### config.mk
export PLATFORM = sky130hd
export DESIGN_NAME = fp_addsub_pipe
export DESIGN_NICKNAME = d
export VERILOG_FILES = /design/src/rtl/fp_addsub_pipe.sv
export SDC_FILE = /design/constraint.sdc
export NUM_CORES = 1
export LEC_CHECK = 0
export CAP_MARGIN = 20
export CORE_MARGIN = 2
export CORE_UTILIZATION = 55
export CTS_CLUSTER_DIAMETER = 100
export DETAILED_ROUTE_END_ITERATION = 10
export PLACE_DENSITY = 0.79
export SLEW_MARGIN = 25
export SYNTH_ARGS = -nofsm -noshare
export SYNTH_HDL_FRONTEND = slang
export SYNTH_SLANG_ARGS = --single-unit
### constraint.sdc
create_clock -name clk -period 4.6 [get_ports clk]
set_clock_uncertainty 0.1 [all_clocks]
set_input_delay 1.15 -clock clk [delete_from_list [all_inputs] [get_ports clk]]
set_output_delay 1.15 -clock clk [all_outputs]
set_load 0.01 [all_outputs]
### src/rtl/fp_addsub_pipe.sv
// Pipelined floating-point adder/subtractor: input capture, unpack, align, add/normalise, round/pack.
// Subnormal operands read as signed zero; results below the normal range flush to zero.
module fp_addsub_pipe #(
    parameter int EXP_WIDTH = 5,
    parameter int MAN_WIDTH = 10,
    localparam int DATA_WIDTH = 1 + EXP_WIDTH + MAN_WIDTH
) (
    input  logic                  clk,
    input  logic                  reset,
    input  logic                  en,
    input  logic                  in_valid,
    input  logic                  op,
    input  logic [DATA_WIDTH-1:0] a,
    input  logic [DATA_WIDTH-1:0] b,
    output logic [DATA_WIDTH-1:0] result,
    output logic                  out_valid,
    output logic                  overflow,
    output logic                  invalid
);
    localparam int EW = EXP_WIDTH;
    localparam int MW = MAN_WIDTH;
    localparam int DW = DATA_WIDTH;
    localparam int FW = MW + 4;
    localparam int XW = EW + 2;
    localparam logic [EW-1:0] EXP_ONES = '1;
    localparam logic signed [XW-1:0] EXP_INF = XW'((1 << EW) - 1);
    localparam logic [DW-1:0] QNAN = {1'b0, EXP_ONES, 1'b1, {(MW-1){1'b0}}};

    // Valid semantics: an operation is accepted on any rising edge with en=1 and in_valid=1;
    // its valid bit walks one stage per enabled edge and lands in out_valid four enabled edges later.

    function automatic int lzc(input logic [FW-1:0] v);
        int n;
        n = FW;
        for (int i = 0; i < FW; i++) begin
            if (v[i]) n = FW - 1 - i;
        end
        return n;
    endfunction

    logic          v0_q, op0_q;
    logic [DW-1:0] a0_q, b0_q;

    logic          v1_q, sx1_q, sub1_q, sp1_q, inv1_q;
    logic          sx1_d, sub1_d, sp1_d, inv1_d;
    logic [EW-1:0] ex1_q, ex1_d, d1_q, d1_d;
    logic [MW:0]   sigx1_q, sigx1_d, sigy1_q, sigy1_d;
    logic [DW-1:0] spr1_q, spr1_d;

    logic          v2_q, sx2_q, sub2_q, sp2_q, inv2_q;
    logic [EW-1:0] ex2_q;
    logic [MW:0]   sigx2_q;
    logic [FW-1:0] ya2_q, ya2_d;
    logic [DW-1:0] spr2_q;

    logic                 v3_q, sx3_q, z3_q, z3_d, sp3_q, inv3_q;
    logic signed [XW-1:0] e3_q, e3_d;
    logic [FW-1:0]        m3_q, m3_d;
    logic [DW-1:0]        spr3_q;

    logic          ov_q, ovf_q, inv_q, ovf_d, inv_d;
    logic [DW-1:0] result_q, res_d;

    // Unpack: classify, apply op, order by magnitude, precompute special result.
    logic [EW-1:0] ea, eb;
    logic [DW-2:0] ma, mb;
    logic          sa, sb, za, zb, ia, ib, na, nb, swap;
    always_comb begin
        ea = a0_q[DW-2 -: EW];
        eb = b0_q[DW-2 -: EW];
        sa = a0_q[DW-1];
        sb = b0_q[DW-1] ^ op0_q;
        za = (ea == '0);
        zb = (eb == '0);
        ia = (ea == EXP_ONES) && (a0_q[MW-1:0] == '0);
        ib = (eb == EXP_ONES) && (b0_q[MW-1:0] == '0);
        na = (ea == EXP_ONES) && (a0_q[MW-1:0] != '0);
        nb = (eb == EXP_ONES) && (b0_q[MW-1:0] != '0);
        ma = za ? '0 : a0_q[DW-2:0];
        mb = zb ? '0 : b0_q[DW-2:0];
        swap = (mb > ma);
        sx1_d   = swap ? sb : sa;
        sub1_d  = sa ^ sb;
        ex1_d   = swap ? eb : ea;
        sigx1_d = swap ? {~zb, mb[MW-1:0]} : {~za, ma[MW-1:0]};
        sigy1_d = swap ? {~za, ma[MW-1:0]} : {~zb, mb[MW-1:0]};
        d1_d    = swap ? (eb - ea) : (ea - eb);
        inv1_d  = na | nb | (ia & ib & (sa != sb));
        sp1_d   = inv1_d | ia | ib | (za & zb);
        if (inv1_d)  spr1_d = QNAN;
        else if (ia) spr1_d = {sa, EXP_ONES, {MW{1'b0}}};
        else if (ib) spr1_d = {sb, EXP_ONES, {MW{1'b0}}};
        else         spr1_d = {sa & sb, {(DW-1){1'b0}}};
    end

    // Align: everything shifted past the field collapses into the sticky bit.
    logic [FW-1:0]   field;
    logic [2*FW-1:0] ext;
    always_comb begin
        field = {sigy1_q, 3'b000};
        ext   = {field, {FW{1'b0}}} >> d1_q;
        if (32'(d1_q) >= FW) ya2_d = {{(FW-1){1'b0}}, |field};
        else                 ya2_d = ext[2*FW-1:FW] | {{(FW-1){1'b0}}, |ext[FW-1:0]};
    end

    // Add/subtract and normalise; x >= y in magnitude so the difference is never negative.
    logic [FW:0] xf, yf, sum;
    int          lz;
    always_comb begin
        xf   = {1'b0, sigx2_q, 3'b000};
        yf   = {1'b0, ya2_q};
        sum  = sub2_q ? (xf - yf) : (xf + yf);
        lz   = lzc(sum[FW-1:0]);
        z3_d = (sum == '0);
        if (sum[FW]) begin
            m3_d = {sum[FW:2], sum[1] | sum[0]};
            e3_d = {2'b00, ex2_q} + XW'(1);
        end else begin
            m3_d = sum[FW-1:0] << lz;
            e3_d = {2'b00, ex2_q} - XW'(lz);
        end
    end

    // Round to nearest even, renormalise on carry, then saturate or flush.
    logic                 rup;
    logic [MW+1:0]        sig_r;
    logic signed [XW-1:0] e4;
    logic [MW-1:0]        frac;
    always_comb begin
        rup   = m3_q[2] & (m3_q[1] | m3_q[0] | m3_q[3]);
        sig_r = {1'b0, m3_q[FW-1:3]} + {{(MW+1){1'b0}}, rup};
        e4    = sig_r[MW+1] ? (e3_q + XW'(1)) : e3_q;
        frac  = sig_r[MW+1] ? sig_r[MW:1] : sig_r[MW-1:0];
        ovf_d = 1'b0;
        inv_d = inv3_q;
        if (sp3_q)                        res_d = spr3_q;
        else if (z3_q)                    res_d = '0;
        else if (e4 >= EXP_INF) begin
            res_d = {sx3_q, EXP_ONES, {MW{1'b0}}};
            ovf_d = 1'b1;
        end
        else if (e4[XW-1] || e4 == '0)    res_d = {sx3_q, {(DW-1){1'b0}}};
        else                              res_d = {sx3_q, e4[EW-1:0], frac};
    end

    always_ff @(posedge clk or negedge reset) begin
        if (!reset) begin
            v0_q <= 1'b0; op0_q <= 1'b0; a0_q <= '0; b0_q <= '0;
            v1_q <= 1'b0; sx1_q <= 1'b0; sub1_q <= 1'b0; sp1_q <= 1'b0; inv1_q <= 1'b0;
            ex1_q <= '0; d1_q <= '0; sigx1_q <= '0; sigy1_q <= '0; spr1_q <= '0;
            v2_q <= 1'b0; sx2_q <= 1'b0; sub2_q <= 1'b0; sp2_q <= 1'b0; inv2_q <= 1'b0;
            ex2_q <= '0; sigx2_q <= '0; ya2_q <= '0; spr2_q <= '0;
            v3_q <= 1'b0; sx3_q <= 1'b0; z3_q <= 1'b0; sp3_q <= 1'b0; inv3_q <= 1'b0;
            e3_q <= '0; m3_q <= '0; spr3_q <= '0;
            ov_q <= 1'b0; ovf_q <= 1'b0; inv_q <= 1'b0; result_q <= '0;
        end else if (en) begin
            v0_q <= in_valid; op0_q <= op; a0_q <= a; b0_q <= b;
            v1_q <= v0_q; sx1_q <= sx1_d; sub1_q <= sub1_d; sp1_q <= sp1_d; inv1_q <= inv1_d;
            ex1_q <= ex1_d; d1_q <= d1_d; sigx1_q <= sigx1_d; sigy1_q <= sigy1_d; spr1_q <= spr1_d;
            v2_q <= v1_q; sx2_q <= sx1_q; sub2_q <= sub1_q; sp2_q <= sp1_q; inv2_q <= inv1_q;
            ex2_q <= ex1_q; sigx2_q <= sigx1_q; ya2_q <= ya2_d; spr2_q <= spr1_q;
            v3_q <= v2_q; sx3_q <= sx2_q; z3_q <= z3_d; sp3_q <= sp2_q; inv3_q <= inv2_q;
            e3_q <= e3_d; m3_q <= m3_d; spr3_q <= spr2_q;
            ov_q <= v3_q;
            // Bubbles leave the last result and flags in place.
            if (v3_q) begin
                result_q <= res_d;
                ovf_q    <= ovf_d;
                inv_q    <= inv_d;
            end
        end
    end

    assign result    = result_q;
    assign out_valid = ov_q;
    assign overflow  = ovf_q;
    assign invalid   = inv_q;
endmodule

==> flow_metrics.env, run 1 <==
export IMPL_status="finished, final reports clean"
export IMPL_wl_per_cell_um=18.72
export IMPL_max_slew_margin=0.3440
export IMPL_clock_sinks=157
export IMPL_setup_viol=0
export IMPL_finalMaxSlewViolations=0
export IMPL_fill_cells=1531
export IMPL_place_port_buffers=55
export IMPL_cp_arrival_ns=4.50
export IMPL_place_ws_ns=0.2259
export IMPL_antenna_left=0
export IMPL_wirelength_um=26810
export IMPL_viasPerCell=6.337
export IMPL_synth_edf_count=0
export IMPL_yosysSeqAreaShare=0.3793
export IMPL_period_needed_ns=4.287
export IMPL_die_y_um=141.2
export IMPL_yosysTopAreaCellShare=0.3793
export IMPL_required_ns=4.82
export IMPL_antenna_cells=0
export IMPL_avgSynthCellArea_um2=9.093
export IMPL_ys_ff_latch=157
export IMPL_start_kind="flop"
export IMPL_power_density_nw_per_um2=609.6
export IMPL_finalHoldViolCount=0
export IMPL_critPathMaxFanout=4
export IMPL_max_freq_mhz=233.3
export IMPL_finalNetCount=1281
export IMPL_gp_congestion=0.9890
export IMPL_netlist_top_cells_count="dfrtp_1 (157), nor2_1 (110), a21oi_1 (102)"
export IMPL_synthTopCellsByArea="dfrtp_1 (38%), mux2_2 (7.4%), ha_1 (6.5%)"
export IMPL_hold_path_class="flop to flop"
export IMPL_fin_crit_sh=0.9319
export IMPL_htreeDepth=4
export IMPL_grt_antenna_before_repair=0
export IMPL_grt_ovfl_total=0
export IMPL_grt_setup_unrepaired="false"
export IMPL_maxCapViolCount=0
export IMPL_syn_to_final_growth_pct=14.62
export IMPL_synthCells=1139
export IMPL_synth_main_ff_cell="dfrtp_1"
export IMPL_clock_path_buffers=2
export IMPL_syn_nets=1234
export IMPL_tns_ns=0
export IMPL_end_kind="flop"
export IMPL_ys_warn_count=0
export IMPL_drt_iter0_markers=713
export IMPL_io_pins=56
export IMPL_grt_first_pass_wirelength_um=44640
export IMPL_cts_buffers=17
export IMPL_clk_latency_ns=0.43
export IMPL_synth_distinct_cells=89
export IMPL_hold_buffers=0
export IMPL_worst_slew_pin_slew_ns=0.9841
export IMPL_seq_area_um2=3929
export IMPL_async_flop_share=1.000
export IMPL_drive_above_1_share=0.1461
export IMPL_synth_most_common_cell="dfrtp_1"
export IMPL_multiInputGateArea_um2=6000
export IMPL_irDropWorstVdd_mv=0.3912
export IMPL_rows=50
export IMPL_finalHoldWorstSlack_ns=0.3669
export IMPL_die_area_um2=19950
export IMPL_cts_tree="yes"
export IMPL_grt_max_degree=101
export IMPL_coreArea_um2=18580
export IMPL_cts_root_buffer="clkbuf_16"
export IMPL_synth_area_um2=10360
export IMPL_clk_transition_reported_paths_ns=0.07
export IMPL_yosys_area_top_type="dfrtp_1"
export IMPL_layout_setup_ws_ns=0.3132
export IMPL_drc=0
export IMPL_path_class="flop to flop"
export IMPL_grt_total_usage=0.2768
export IMPL_p_leak_uw=0.005074
export IMPL_grt_pass1_vias=8854
export IMPL_firstDrtPassIters=6
export IMPL_start_util=0.5574
export IMPL_dr_total_vias=9074
export IMPL_dp_hpwl_um=19430
export IMPL_die_w_um=141.2
[cell type report]
type / count / area share
sequential: 157 / 0.3309
multi-input combinational: 860 / 0.5054
clock buffer: 17 / 0.03583
timing repair buffer: 96 / 0.07357
clock inverter: 14 / 0.01254
tap: 234 / 0.02466
inverter: 54 / 0.01707
[registers in the layout (all words and copies together) (netlist names), 5 cells and up]
name and cells:
a0_q 16, b0_q 16, d1_q 5, e3_q 7, ex1_q 5, ex2_q 5
m3_q 14, result 16, sigx1_q 11, sigx2_q 11, sigy1_q 11, ya2_q 14
[stage by stage]
stage	cell area (um^2)	total power, uW	instances	utilization
after global routing	11870	7695	1432	0.6389
after floorplan	10360	4508	1139	-
after detailed placement	11240	5699	1399	0.6047
after global placement	11240	5677	1399	0.6047
final	11870	7237	1432	0.6389
after CTS	11810	7118	1430	0.6356
[worst paths after layout]
| check | start | end | slack [ns] | cells after the start |
|---|---|---|---|---|
| setup / recovery | sigx2_q[0]$_DFFE_PN0P_ | e3_q[4]$_DFFE_PN0P_ | 0.31 | 19 |
| hold / removal | result[5]$_DFFE_PN0P_ | result[5]$_DFFE_PN0P_ | 0.37 | 2 |
| setup reg to reg | sigx2_q[0]$_DFFE_PN0P_ | e3_q[4]$_DFFE_PN0P_ | 0.31 | 19 |
| hold reg to reg | result[5]$_DFFE_PN0P_ | result[5]$_DFFE_PN0P_ | 0.37 | 2 |
| max in group asynchronous | reset | e3_q[2]$_DFFE_PN0P_ | 2.84 | 2 |
| min in group asynchronous | reset | m3_q[12]$_DFFE_PN0P_ | 0.74 | 1 |
[layout by cell type, fill, tap and decap left out, types with 8 or more instances in the layout]
cell / instances
dfrtp_1: 157
nor2_1: 110
a21oi_1: 101
nand2_1: 95
mux2_2: 68
clkdlybuf4s50_1: 53
o21ai_0: 52
ha_1: 52
inv_1: 49
buf_4: 40
nor3_1: 26
nand3_1: 25
a211oi_1: 24
mux2i_1: 22
xnor2_1: 20
a31oi_1: 19
clkbuf_16: 17
and2_1: 15
nand4_1: 14
a21o_1: 13
o211ai_1: 12
xor2_1: 11
o21ai_1: 10
and3_1: 9
nor2b_1: 8
nor4_1: 8
o22ai_1: 8
[kinds of logic after synthesis]
kind of cell | Yosys count | synth area share
DFF | 157 | 0.3793
muxes | 91 | 0.09737
xor gates and xnor gates | 34 | 0.02948
AOI/OAI and AO/OA | 325 | 0.2096
buffers and inverters | 122 | 0.04590
and+or+nand+nor | 352 | 0.1654
adders and majority gates | 58 | 0.07296
[worst max-delay path, cell delays in order (launching register included)]
cell and delay (ns):
dfrtp_1 0.38, ha_1 0.17, inv_1 0.05, fa_1 0.40, or2_1 0.28, a211oi_4 0.25, o21ai_1 0.12, a2bb2oi_2 0.26
xor2_2 0.26, o211ai_2 0.15, a21o_1 0.21, inv_2 0.06, ha_1 0.13, inv_1 0.06, fa_1 0.39, a21o_1 0.19
a211oi_2 0.21, a41oi_1 0.08, xnor2_1 0.16, mux2_2 0.27
[repair_timing]
item                       in CTS  in global routing
setup endpoints to repair       0                  1
resized for setup               0                  9
setup buffers                   0                  2
[per-layer routing]
metal | track usage | wire length [um] | share of wire
met2 | 0.4594 | 12840 | 0.48
met5 | 0 | 0 | 0
met3 | 0.04348 | 1435 | 0.054
met4 | 0.1242 | 1129 | 0.042
met1 | 0.3592 | 11410 | 0.43
[where the power goes]
part	total (uW)	internal, uW	switching, uW
registers	2100	1710	383
logic	3740	1590	2150
clock network	1400	763	633
No activity file was read; power rests on OpenSTA's default activity.
==> inputs of run 2 (changes only) <==
Settings changed: CORE_MARGIN 2 to not set, CORE_UTILIZATION 55 to 24, PLACE_DENSITY 0.79 to 0.42.
==> flow_metrics.env, run 2 (synthesis gave the netlist of run 1 again) <==
export IMPL_status="finished, final reports clean"
export IMPL_hold_buffers=0
export IMPL_grt_first_pass_wirelength_um=49090
export IMPL_path_class="flop to flop"
export IMPL_grt_max_degree=147
export IMPL_cp_slowest_cell="or4_4"
export IMPL_die_y_um=209.7
export IMPL_power_density_nw_per_um2=585.0
export IMPL_setup_viol=0
export IMPL_drive_above_1_share=0.1450
export IMPL_finalMaxSlewViolations=0
export IMPL_clock_path_buffers=2
export IMPL_antenna_left=0
export IMPL_cts_root_buffer="clkbuf_16"
export IMPL_wirelength_um=29680
export IMPL_antenna_cells=0
export IMPL_max_slew_margin=0.4079
export IMPL_tns_ns=0
export IMPL_htreeDepth=4
export IMPL_clk_transition_reported_paths_ns=0.07
export IMPL_path_delay_family="simple AND/OR/NAND/NOR gates"
export IMPL_wl_per_cell_um=17.07
export IMPL_grt_antenna_before_repair=0
export IMPL_cts_buffers=17
export IMPL_grt_ovfl_total=0
export IMPL_dp_hpwl_um=22270
export IMPL_critPathMaxFanout=10
export IMPL_required_ns=4.82
export IMPL_irDropWorstVdd_mv=0.2715
export IMPL_placed_cell_area_um2=11680
export IMPL_cp_arrival_ns=4.67
export IMPL_cp_num_cells=16
export IMPL_dp_cells=1708
export IMPL_start_util=0.2453
export IMPL_drc=0
export IMPL_die_area_um2=43990
export IMPL_min_delay_path_depth=2
export IMPL_layout_setup_ws_ns=0.1532
export IMPL_rows=75
export IMPL_critPathMaxStageDelay_ns=0.45
export IMPL_syn_to_final_growth_pct=18.45
export IMPL_maxCapViolCount=0
export IMPL_dr_total_vias=8645
export IMPL_p_leak_uw=0.005084
export IMPL_clk_latency_ns=0.43
export IMPL_crit_chain="ha_1 > and3b_1 > or4_4 > a2111oi_4 > nor4_1 > nor4_2 > buf_4 > nand2_8 > nor2_8 > inv_2 > fa_1 > a21o_1 > a211oi_1 > a41oi_1 > xnor2_1 > mux2_2"
export IMPL_r2r_cells=16
export IMPL_place_port_buffers=55
export IMPL_crit_buf_inv=2
export IMPL_die_w_um=209.7
export IMPL_io_pins=56
export IMPL_final_cell_count_no_fill=1739
export IMPL_grt_total_usage=0.1411
export IMPL_drt_iter0_markers=563
export IMPL_finalHoldWorstSlack_ns=0.3706
export IMPL_worst_slew_pin_slew_ns=0.8801
export IMPL_fin_area_um2=12270
export IMPL_cts_tree="yes"
export IMPL_grt_pass1_vias=8795
export IMPL_period_needed_ns=4.447
export IMPL_grt_setup_unrepaired="true"
export IMPL_max_freq_mhz=224.9
export IMPL_place_ws_ns=0.1011
export IMPL_final_common_cell="dfrtp_1"
export IMPL_finalNetCount=1283
export IMPL_gp_congestion=0.8371
export IMPL_firstDrtPassIters=6
export IMPL_hold_path_class="flop to flop"
export IMPL_clock_sinks=157
export IMPL_viasPerCell=4.971
export IMPL_end_kind="flop"
export IMPL_fin_crit_sh=0.9667
export IMPL_finalHoldViolCount=0
export IMPL_layout_common_cells="dfrtp_1 (157), nor2_1 (109), a21oi_1 (102)"
export IMPL_coreArea_um2=42230
export IMPL_start_kind="flop"
run 2: cell count changes in the layout (fill, tap and decap cells not counted), sizes merged:
cell / previous run / this run
clkbuf: 17 / 22
buf: 43 / 45
inv: 61 / 54
clkinvlp: 3 / 5
run 2: path summary, 6_finish.rpt:
path | slack (ns) | to | start
setup reg to reg | 0.15 | e3_q[4]$_DFFE_PN0P_ | sigx2_q[0]$_DFFE_PN0P_
hold / removal | 0.37 | result[3]$_DFFE_PN0P_ | result[3]$_DFFE_PN0P_
min in group asynchronous | 0.67 | spr3_q[9]$_DFFE_PN0P_ | reset
max in group asynchronous | 2.93 | sigy1_q[4]$_DFFE_PN0P_ | reset
hold reg to reg | 0.37 | result[3]$_DFFE_PN0P_ | result[3]$_DFFE_PN0P_
setup / recovery | 0.15 | e3_q[4]$_DFFE_PN0P_ | sigx2_q[0]$_DFFE_PN0P_
run 2: per-stage QoR:
stage	util	power [uW]
2_1_floorplan	-	4508
3_3_place_gp	0.2766	5848
3_5_place_dp	0.2766	5815
4_1_cts	0.2899	7220
5_1_grt	0.2905	7740
6_report	0.2905	7177
run 2: layer usage:
metal	share of wire	GRT usage	vias up
li1	-	-	4258
met1	0.50	0.1950	4193
met2	0.45	0.2247	167
met3	0.032	0.02424	27
met4	0.015	0.04103	0
met5	0	0	-
run 2: power by group:
group | total [uW] | internal [uW] | leakage, uW | switching, uW
logic | 3710 | 1570 | 0.00293 | 2140
registers | 2100 | 1710 | 0.00189 | 380
clock network | 1370 | 784 | 0.000261 | 584
run 2: worst reg2reg max path: stages, from the launching register on:
cell and delay (ns):
dfrtp_1 0.40, ha_1 0.40, and3b_1 0.25, or4_4 0.45
a2111oi_4 0.41, nor4_1 0.11, nor4_2 0.30, buf_4 0.28
nand2_8 0.10, nor2_8 0.11, inv_2 0.06, fa_1 0.44
a21o_1 0.19, a211oi_1 0.24, a41oi_1 0.09, xnor2_1 0.15
mux2_2 0.26
run 2: layout make-up:
| cell class | count | area (um^2) |
|---|---|---|
| multi-input combinational | 860 | 5988 |
| inverter | 54 | 202.7 |
| tap | 539 | 674.4 |
| clock inverter | 9 | 86.33 |
| fill | 4539 | 29960 |
| clock buffer | 22 | 474.2 |
| timing repair buffer | 98 | 913.4 |
| sequential | 157 | 3929 |
run 2: repair_timing:
action                     in CTS  in global routing
setup buffers                   0                  0
gates resized for setup         0                  6
setup endpoints to repair       0                  6
